File: config.mk
export PLATFORM = sky130hd
export DESIGN_NAME = adder_arbiter_flat
export DESIGN_NICKNAME = d
export VERILOG_FILES = /design/src/rtl/adder_arb_pkg.sv /design/src/rtl/adder_arbiter_if.sv /design/src/rtl/adder_arbiter_adder.sv /design/src/rtl/adder_arbiter.sv /design/src/flat_wrapper.sv
export SDC_FILE = /design/constraint.sdc
export NUM_CORES = 1
export LEC_CHECK = 0
export BUFFER_PORTS_ARGS = -buffer_cell sky130_fd_sc_hd__buf_4
export CAP_MARGIN = 0
export CORE_MARGIN = 1.5
export CORE_UTILIZATION = 30
export CTS_CLUSTER_SIZE = 10
export DETAILED_ROUTE_END_ITERATION = 8
export PLACE_DENSITY = 0.65
export SLEW_MARGIN = 25
export SYNTH_ARGS = -nofsm -noshare
export SYNTH_HDL_FRONTEND = slang
export SYNTH_SLANG_ARGS = --single-unit
File: constraint.sdc
create_clock -name clk -period 5.1 [get_ports clk]
set_input_delay 1.275 -clock clk [delete_from_list [all_inputs] [get_ports clk]]
set_output_delay 1.275 -clock clk [all_outputs]
set_load 0.05 [all_outputs]
File: src/rtl/adder_arb_pkg.sv
// Shared constants and helpers for the shared-adder arbiter slice.
// Requester IDs follow the pipeline's adder users.
package adder_arb_pkg;

    localparam int unsigned DATA_W_DEF  = 32;
    localparam int unsigned NUM_REQ_DEF = 3;
    localparam int unsigned ID_W_DEF    = 2;
    localparam int unsigned MAX_REQ     = 8;

    localparam int unsigned REQ_PC  = 0;
    localparam int unsigned REQ_BR  = 1;
    localparam int unsigned REQ_MEM = 2;

    // First set bit of vec at or after start, wrapping within n entries.
    // Returns start when nothing is set; callers qualify with |vec.
    function automatic logic [2:0] first_set_from(
        input logic [MAX_REQ-1:0] vec,
        input logic [2:0]         start,
        input int unsigned        n
    );
        logic [2:0] first;
        logic       found;
        logic [3:0] j;
        first = start;
        found = 1'b0;
        for (int unsigned k = 0; k < MAX_REQ; k++) begin
            j = {1'b0, start} + 4'(k);
            if (j >= 4'(n)) j = j - 4'(n);
            if (k < n && !found && vec[j[2:0]]) begin
                first = j[2:0];
                found = 1'b1;
            end
        end
        return first;
    endfunction

endpackage

File: src/rtl/adder_arbiter_if.sv
// Request/response bundle for adder_arbiter: master = requesters + consumer,
// slave = the arbiter.
interface adder_arbiter_if
    import adder_arb_pkg::*;
#(
    parameter int unsigned NUM_REQ = NUM_REQ_DEF,
    parameter int unsigned DATA_W  = DATA_W_DEF,
    parameter int unsigned ID_W    = ID_W_DEF
);
    logic [NUM_REQ-1:0]        req_valid;
    logic [NUM_REQ-1:0]        req_ready;
    logic [NUM_REQ*DATA_W-1:0] req_a;
    logic [NUM_REQ*DATA_W-1:0] req_b;
    logic                      rsp_valid;
    logic                      rsp_ready;
    logic [DATA_W-1:0]         rsp_sum;
    logic                      rsp_carry;
    logic [ID_W-1:0]           rsp_id;
    logic                      busy;

    modport master (
        output req_valid, req_a, req_b, rsp_ready,
        input  req_ready, rsp_valid, rsp_sum, rsp_carry, rsp_id, busy
    );

    modport slave (
        input  req_valid, req_a, req_b, rsp_ready,
        output req_ready, rsp_valid, rsp_sum, rsp_carry, rsp_id, busy
    );
endinterface

File: src/rtl/adder_arbiter_adder.sv
// Existing combinational adder shared by the pipeline's address generators.
module adder_arbiter_adder #(
    parameter int unsigned WIDTH = 32
) (
    input  logic [WIDTH-1:0] a,
    input  logic [WIDTH-1:0] b,
    output logic [WIDTH-1:0] sum
);
    assign sum = a + b;
endmodule

File: src/rtl/adder_arbiter.sv
// One registered adder shared by NUM_REQ valid/ready requesters, round-robin
// arbitration; ADDER_ARB_FIXED_PRIO_EN selects fixed lowest-index priority.
module adder_arbiter
    import adder_arb_pkg::*;
#(
    parameter int unsigned NUM_REQ = NUM_REQ_DEF,
    parameter int unsigned DATA_W  = DATA_W_DEF,
    parameter int unsigned ID_W    = ID_W_DEF
) (
    input  logic           clk,
    input  logic           rst,
    adder_arbiter_if.slave bus
);
    logic                can_accept;
    logic                take;
    logic [ID_W-1:0]     ptr;
    logic [ID_W-1:0]     grant_idx;
    logic [DATA_W-1:0]   sel_a;
    logic [DATA_W-1:0]   sel_b;
    logic [DATA_W:0]     sum_wide;

    logic                rsp_valid_q;
    logic [DATA_W-1:0]   rsp_sum_q;
    logic                rsp_carry_q;
    logic [ID_W-1:0]     rsp_id_q;

    assign can_accept = !rsp_valid_q || bus.rsp_ready;
    assign take       = can_accept && (|bus.req_valid);
    assign grant_idx  = ID_W'(first_set_from(MAX_REQ'(bus.req_valid), 3'(ptr), NUM_REQ));

    always_comb begin
        bus.req_ready = '0;
        if (take) bus.req_ready[grant_idx] = 1'b1;
    end

    assign sel_a = bus.req_a[grant_idx*DATA_W +: DATA_W];
    assign sel_b = bus.req_b[grant_idx*DATA_W +: DATA_W];

    // Widened by one bit so the top sum bit is the carry-out.
    adder_arbiter_adder #(.WIDTH(DATA_W + 1)) u_adder (
        .a   ({1'b0, sel_a}),
        .b   ({1'b0, sel_b}),
        .sum (sum_wide)
    );

    always_ff @(posedge clk) begin
        if (rst) begin
            rsp_valid_q <= 1'b0;
            rsp_sum_q   <= '0;
            rsp_carry_q <= 1'b0;
            rsp_id_q    <= '0;
        end else if (take) begin
            rsp_valid_q <= 1'b1;
            rsp_sum_q   <= sum_wide[DATA_W-1:0];
            rsp_carry_q <= sum_wide[DATA_W];
            rsp_id_q    <= grant_idx;
        end else if (bus.rsp_ready) begin
            rsp_valid_q <= 1'b0;
        end
    end

`ifdef ADDER_ARB_FIXED_PRIO_EN
    assign ptr = '0;
`else
    always_ff @(posedge clk) begin
        if (rst) begin
            ptr <= '0;
        end else if (take) begin
            ptr <= (grant_idx == ID_W'(NUM_REQ - 1)) ? '0 : grant_idx + 1'b1;
        end
    end
`endif

    assign bus.rsp_valid = rsp_valid_q;
    assign bus.rsp_sum   = rsp_sum_q;
    assign bus.rsp_carry = rsp_carry_q;
    assign bus.rsp_id    = rsp_id_q;
    assign bus.busy      = rsp_valid_q && !bus.rsp_ready;

endmodule
File: src/flat_wrapper.sv
// flat-port wrapper written by rule: the top's interface ports become plain ports
module adder_arbiter_flat import adder_arb_pkg::*;
#(
    parameter int unsigned NUM_REQ = NUM_REQ_DEF,
    parameter int unsigned DATA_W  = DATA_W_DEF,
    parameter int unsigned ID_W    = ID_W_DEF
)
  (clk, rst, bus_req_valid, bus_req_a, bus_req_b, bus_rsp_ready, bus_req_ready, bus_rsp_valid, bus_rsp_sum, bus_rsp_carry, bus_rsp_id, bus_busy);
  adder_arbiter_if #(.NUM_REQ(NUM_REQ), .DATA_W(DATA_W), .ID_W(ID_W)) bus_i ();
  input  logic clk;
  input  logic rst;
  input wire logic [$bits(bus_i.req_valid)-1:0] bus_req_valid;
  input wire logic [$bits(bus_i.req_a)-1:0] bus_req_a;
  input wire logic [$bits(bus_i.req_b)-1:0] bus_req_b;
  input wire logic [$bits(bus_i.rsp_ready)-1:0] bus_rsp_ready;
  output wire logic [$bits(bus_i.req_ready)-1:0] bus_req_ready;
  output wire logic [$bits(bus_i.rsp_valid)-1:0] bus_rsp_valid;
  output wire logic [$bits(bus_i.rsp_sum)-1:0] bus_rsp_sum;
  output wire logic [$bits(bus_i.rsp_carry)-1:0] bus_rsp_carry;
  output wire logic [$bits(bus_i.rsp_id)-1:0] bus_rsp_id;
  output wire logic [$bits(bus_i.busy)-1:0] bus_busy;
  assign bus_i.req_valid = bus_req_valid;
  assign bus_i.req_a = bus_req_a;
  assign bus_i.req_b = bus_req_b;
  assign bus_i.rsp_ready = bus_rsp_ready;
  assign bus_req_ready = bus_i.req_ready;
  assign bus_rsp_valid = bus_i.rsp_valid;
  assign bus_rsp_sum = bus_i.rsp_sum;
  assign bus_rsp_carry = bus_i.rsp_carry;
  assign bus_rsp_id = bus_i.rsp_id;
  assign bus_busy = bus_i.busy;
  adder_arbiter #(.NUM_REQ(NUM_REQ), .DATA_W(DATA_W), .ID_W(ID_W)) u_core (.clk(clk), .rst(rst), .bus(bus_i));
endmodule
==> results.json, run 1 <==
{
  "path_max_fanout": 5,
  "finalNonFillerCells": 1158,
  "fmax_mhz": 198,
  "worstSetupStartpointType": "primary input",
  "syn2layout_area_growth_pct": 67.5,
  "crit_chain": "buf_6 -> mux2i_1 -> o21ai_1 -> nand2_1 -> mux2_4 -> mux2_4 -> mux2i_4 -> buf_12 -> clkbuf_16 -> mux2i_1 -> o21ai_1 -> ha_2 -> fa_2 -> a21o_1 -> nand4_1 -> buf_4 -> a211oi_4 -> o21a_1 -> o211a_1 -> o21ai_2 -> a2111oi_4 -> a311o_1",
  "worst-slew-pin-transition_ns": 0.562,
  "setup_ws_ns": 0.0601,
  "drive_gt1_share_pct": 40.9,
  "numCtsBuffers": 5,
  "fin_crit_sh_pct": 98.8,
  "critPathKind": "in2reg",
  "clk_pin_slew_ns": 0.06,
  "cts_root_buf": "clkbuf_16",
  "place_area_mm2": 0.00728,
  "fill_cells": 1461,
  "synth_top_flop_cell": "dfxtp_1",
  "ant_nets": 0,
  "io_buffers": 237,
  "slew-limit-headroom_pct": 62.3,
  "critPathCaptureType": "flip-flop",
  "required_ns": 5.28,
  "grt_pass1_vias": 5643,
  "grt_first_pass_wirelength_um": 26400,
  "final_area_mm2": 0.00790,
  "arrival_ns": 5.22,
  "r2r_cells": 23,
  "hold_viol_final": 0,
  "synth_cell_types": 62,
  "yosysWarnings": 0,
  "cts_tree": "built",
  "routabilityCongestion": 0.863,
  "routed_wl_um": 17500,
  "wl_per_cell_um": 15.1,
  "hold_depth": 2,
  "fin_crit_ns": 5.04,
  "overflow": 0,
  "min_path_type": "reg2reg",
  "drcViolationCount": 0,
  "routed-via-count": 5846,
  "pre_cts_ws_ns": -0.292,
  "drt-initial-drc-count": 239,
  "dr.pass1.iters": 4,
  "ios": 238,
  "post-dp-hpwl_um": 13400,
  "synth_area_mm2": 0.00471,
  "grt_max_degree": 40,
  "r2r_slack_ns": 0.15,
  "die_y_um": 128,
  "synthArstFlopShare_pct": 0,
  "initial_core_util_pct": 30.9,
  "synth_nets": 873,
  "htree_levels": 2,
  "antenna_found_initial": 0,
  "fp-row-count": 45,
  "clock_sinks": 38,
  "grt.total_usage_pct": 19.5,
  "dieArea_mm2": 0.0165,
  "ys_ff_latch": 38,
  "postSynthAreaPerCell_um2": 7.40,
  "ctsLongestPathBuffers": 2,
  "grt_setup_unrepaired": "true",
  "place_inst": 1134,
  "setup_viol_count_final": 0,
  "max_cap_viol_count": 0,
  "r2r_end": "u_core.bus.rsp_sum[22]",
  "synth_cells": 637,
  "holdPathEnd": "u_core.bus.rsp_sum[20]",
  "reg2reg_from": "u_core.ptr[0]",
  "core_area_mm2": 0.0153,
  "status": "finished, final reports clean",
  "skew_ns": 0.00302,
  "drv_slew": 0,
  "holdCritStartpoint": "u_core.bus.rsp_sum[20]",
  "antenna_cells": 0,
  "cp_slowest_stage_delay_ns": 0.36,
  "clk_latency_ns": 0.29,
  "synth_edf_count": 0,
  "cp_slowest_cell": "fa_2",
  "avgViaCountPerCell": 5.05,
  "dieWidth_um": 128,
  "nets": 1182,
  "seq_area_frac_synth_pct": 16.1
}
-- repair_timing --
action,in CTS,in global routing
hold buffers,0,0
pin swaps,0,28
gates cloned,0,3
gates resized for setup,3,49
setup buffers,0,13
endpoints found under the setup margin,2,15
-- kinds of logic after synthesis --
family / after synthesis / synth area share [%]
buffers and inverters: 53 / 5.41
AND/OR/NAND/NOR: 200 / 19.9
flip-flops: 38 / 16.1
AO/OA/AOI/OAI: 216 / 28.8
multiplexers: 75 / 16.4
adder cells (fa/ha/maj): 38 / 10.2
XOR/XNOR: 17 / 3.16
-- Yosys cell counts (all sizes together), types with 2 or more instances --
| cell type | number | area (um^2) |
|---|---|---|
| a2111o | 2 | 22.5 |
| a2111oi | 2 | 17.5 |
| a211o | 2 | 17.5 |
| a211oi | 7 | 52.6 |
| a21o | 22 | 165 |
| a21oi | 49 | 245 |
| a311o | 2 | 20.0 |
| a311oi | 2 | 17.5 |
| a31oi | 8 | 50.1 |
| and2 | 4 | 25.0 |
| and3 | 8 | 50.1 |
| and4 | 5 | 43.8 |
| buf | 14 | 108 |
| clkbuf | 27 | 103 |
| dfxtp | 38 | 761 |
| ha | 37 | 463 |
| inv | 11 | 41.3 |
| mux2 | 3 | 41.3 |
| mux2i | 72 | 733 |
| nand2 | 109 | 409 |
| nand2b | 2 | 12.5 |
| nand3 | 16 | 80.1 |
| nand3b | 7 | 52.6 |
| nand4 | 2 | 12.5 |
| nor2 | 19 | 71.3 |
| nor2b | 3 | 18.8 |
| nor3 | 9 | 45.0 |
| nor3b | 2 | 15.0 |
| nor4 | 2 | 12.5 |
| nor4b | 4 | 35.0 |
| o211ai | 6 | 45.0 |
| o21a | 3 | 22.5 |
| o21ai | 75 | 375 |
| o21bai | 4 | 30.0 |
| o22ai | 2 | 12.5 |
| o2bb2ai | 14 | 123 |
| o311ai | 3 | 26.3 |
| o31ai | 4 | 30.0 |
| or3 | 6 | 37.5 |
| xnor2 | 12 | 105 |
| xor2 | 5 | 43.8 |
-- routing by layer --
layer	wire length [um]	track usage (%)	part of all wire, %
met5	0	0	0
met1	7720	24.3	44
met3	1120	4.12	6.4
met2	8410	34.3	48
met4	267	4.76	1.5
-- registers in the layout, summed over array words and instances, names as in the netlist --
| register | cells |
|---|---|
| u_core.bus.rsp_valid | 1 |
| u_core.ptr | 2 |
| u_core.bus.rsp_carry | 1 |
| u_core.bus.rsp_id | 2 |
| u_core.bus.rsp_sum | 32 |
-- critical path, delay by kind of cell --
kind	cells	cell delay [ns]
simple gates	2	0.21
mux	5	1.15
fa+ha+maj	2	0.57
buf+inv	4	0.54
compound gates	9	1.47
-- placed cells by master, fill, tap and decap left out, types with 8 or more instances in the layout --
master,n
inv_1,11
nor2_1,18
o21ai_1,32
nor3_1,8
nand2_1,109
buf_4,329
ha_1,30
mux2i_1,71
o21ai_0,40
nand3_1,15
a21o_1,22
dfxtp_1,38
xnor2_1,12
o2bb2ai_1,14
and3_1,8
a21oi_1,43
-- worst max-delay path by stage --
| stage | slack, ns | start | endpoint | depth (start not counted) |
|---|---|---|---|---|
| 5_1_grt | -0.12 | bus_req_valid[1] | u_core.bus.rsp_carry | 22 |
| 3_5_place_dp | -0.29 | bus_req_valid[0] | u_core.bus.rsp_sum[22] | 21 |
| 2_1_floorplan | 0.04 | bus_req_valid[1] | u_core.bus.rsp_sum[27] | 19 |
| 6_report | 0.06 | bus_req_valid[1] | u_core.bus.rsp_sum[22] | 22 |
| 4_1_cts | 0.004 | bus_req_valid[0] | u_core.bus.rsp_sum[22] | 21 |
| 3_3_place_gp | -0.20 | bus_req_valid[1] | u_core.bus.rsp_sum[22] | 20 |
-- per-stage QoR --
stage	setup TNS, ns	utilization [%]	hold WS [ns]
2_1_floorplan	0	-	0.493
3_3_place_gp	-1.16	47.7	0.442
3_5_place_dp	-2.17	47.7	0.446
4_1_cts	0	49.0	0.456
5_1_grt	-0.349	51.7	0.468
6_report	0	51.7	0.453
-- layout make-up --
class	instances	area [um^2]	share of cell area, %
Multi-Input combinational cell	546	3920	49.6
Inverter	12	45.0	0.571
Clock buffer	6	139	1.76
Clock inverter	2	60.1	0.761
Tap cell	211	264	3.34
Timing Repair Buffer	343	2710	34.3
Sequential cell	38	761	9.64
Power of run 1 is not shown: default switching activity piles up to over one toggle a cycle in this logic, so the estimate is an artifact.
==> run 2: changes to the inputs <==
--- a/config.mk
+++ b/config.mk
@@ -8,10 +8,10 @@
 export BUFFER_PORTS_ARGS = -buffer_cell sky130_fd_sc_hd__buf_4
 export CAP_MARGIN = 0
 export CORE_MARGIN = 1.5
-export CORE_UTILIZATION = 30
+export CORE_UTILIZATION = 43
 export CTS_CLUSTER_SIZE = 10
 export DETAILED_ROUTE_END_ITERATION = 8
-export PLACE_DENSITY = 0.65
+export PLACE_DENSITY = 0.85
 export SLEW_MARGIN = 25
 export SYNTH_ARGS = -nofsm -noshare
 export SYNTH_HDL_FRONTEND = slang
==> run 2 against run 1 <==
  * The flow now finishes with violations (setup timing)
  * Cell count shrank 7.4%
  * Global-route usage grew 7.2 points
  * Final area shrank 4.2%
  * Count of clock-buffer cells in the layout shrank 1
  * Critical path type unchanged
  * Critical endpoint is now u_core.bus.rsp_sum[28]
==> results.json, run 2 (same netlist as run 1, synthesis figures left out) <==
{
  "worstSetupStartpointType": "primary input",
  "cts_root_buf": "clkbuf_8",
  "multiInputGateArea_mm2": 0.00386,
  "grt_setup_unrepaired": "true",
  "io_buffers": 237,
  "r2r_cells": 23,
  "cp_slowest_cell": "o21ai_0",
  "antenna_found_initial": 0,
  "wl_per_cell_um": 16.8,
  "ios": 238,
  "fmax_mhz": 193,
  "setup_ws_ns": -0.0929,
  "min_path_type": "reg2reg",
  "grt_max_degree": 40,
  "drcViolationCount": 0,
  "ant_nets": 0,
  "worst-slew-pin-transition_ns": 0.553,
  "clk_latency_ns": 0.30,
  "nets": 1167,
  "required_ns": 5.31,
  "grt_pass1_vias": 5484,
  "hold_viol_final": 0,
  "dr.pass1.iters": 7,
  "die_y_um": 108,
  "fin_crit_ns": 5.19,
  "grt.total_usage_pct": 26.7,
  "largest_reg_flops": 32,
  "dieArea_mm2": 0.0116,
  "seqCellArea_um2": 762,
  "avgViaCountPerCell": 5.77,
  "drt-initial-drc-count": 504,
  "crit_chain": "buf_6 -> mux2i_1 -> o21ai_1 -> nand2_1 -> mux2_4 -> mux2_4 -> mux2i_4 -> buf_12 -> buf_4 -> buf_6 -> mux2i_1 -> o21ai_0 -> ha_1 -> a21o_1 -> a31oi_1 -> nand2_1 -> o311ai_1 -> buf_4 -> a31oi_4 -> o22ai_4 -> xor2_1 -> a211oi_1",
  "hold_depth": 2,
  "r2r_slack_ns": 0.03,
  "r2r_end": "u_core.bus.rsp_sum[28]",
  "routabilityCongestion": 0.919,
  "fin_crit_sh_pct": 102,
  "dieWidth_um": 108,
  "ctsLongestPathBuffers": 2,
  "drv_slew": 0,
  "layout_commonest_cell": "buf_4",
  "crit_family": "compound AO/OA/AOI/OAI gates",
  "routed_wl_um": 18000,
  "overflow": 0,
  "mostFrequentLayoutCells": "313 x buf_4, 109 x nand2_1, 71 x mux2i_1",
  "failed_checks": "setup timing",
  "critPathBufInv": 5,
  "antenna_cells": 0,
  "grt_first_pass_wirelength_um": 25400,
  "path_max_fanout": 5,
  "critPathKind": "in2reg",
  "core_area_mm2": 0.0107,
  "syn2layout_area_growth_pct": 60.4,
  "finalNonFillerCells": 1072,
  "reg2reg_from": "u_core.ptr[0]",
  "cp_slowest_stage_delay_ns": 0.41,
  "post-dp-hpwl_um": 12900,
  "fill_cells": 860,
  "holdCritStartpoint": "u_core.bus.rsp_sum[15]",
  "setup_viol_count_final": 4,
  "holdPathEnd": "u_core.bus.rsp_sum[15]",
  "path_depth": 22,
  "arrival_ns": 5.40,
  "max_cap_viol_count": 0,
  "cts_tree": "built",
  "status": "finished with violations",
  "routed-via-count": 6184,
  "drive_gt1_share_pct": 39.4,
  "skew_ns": 0.00526,
  "numCtsBuffers": 5,
  "clock_sinks": 38,
  "initial_core_util_pct": 43.9,
  "critPathCaptureType": "flip-flop",
  "htree_levels": 2,
  "fp-row-count": 38,
  "clk_pin_slew_ns": 0.09,
  "slew-limit-headroom_pct": 62.9,
  "place_inst": 1048
}
run 2: area by class of cell:
cell class              instances  share of cell area (%)
clock buffers                   5                   0.910
repair buffers                328                    34.1
inverters                      12                   0.596
multi-input cells             546                    51.1
well taps                     140                    2.32
flip-flops and latches         38                    10.1
clock inverters                 3                   0.910
run 2: worst max-delay path by stage:
| stage | start | slack, ns | end |
|---|---|---|---|
| after floorplan | bus_req_valid[1] | 0.04 | u_core.bus.rsp_sum[27] |
| after global routing | bus_req_valid[1] | -0.25 | u_core.bus.rsp_sum[28] |
| after detailed placement | bus_req_valid[1] | -0.25 | u_core.bus.rsp_sum[28] |
| after CTS | bus_req_valid[1] | 0.04 | u_core.bus.rsp_sum[27] |
| after global placement | bus_req_valid[1] | -0.14 | u_core.bus.rsp_carry |
| final | bus_req_valid[1] | -0.09 | u_core.bus.rsp_sum[28] |
run 2: metal layers:
| layer | GRT usage (%) | vias up | share of wire, % |
|---|---|---|---|
| met5 | 0 | - | 0 |
| met4 | 7.89 | 0 | 3.5 |
| met3 | 4.12 | 61 | 9.0 |
| met2 | 47.5 | 314 | 49 |
| li1 | - | 2939 | - |
| met1 | 33.0 | 2870 | 39 |
run 2: through the flow:
step	worst slack, ns	hold WS (ns)	utilization, %	cell area, um^2	setup TNS [ns]
after floorplan	0.0419	0.493	-	4720	0
after global placement	-0.138	0.440	65.8	7070	-0.743
after detailed placement	-0.254	0.444	65.8	7070	-2.27
after CTS	0.0388	0.456	67.0	7200	0
after global routing	-0.252	0.472	70.4	7560	-1.90
final	-0.0929	0.454	70.4	7560	-0.274
run 2: tightest hold or removal path: stages (launching register included):
cell     delay [ns]
dfxtp_1        0.32
nand2_1        0.05
a21oi_1        0.05
run 2: what timing repair did:
action	in CTS	in global routing
setup buffers	0	13
endpoints found under the hold margin	0	0
gates resized for setup	0	51
hold buffers	0	0
setup endpoints to repair	0	20
Power of run 2 is left out for the same reason.
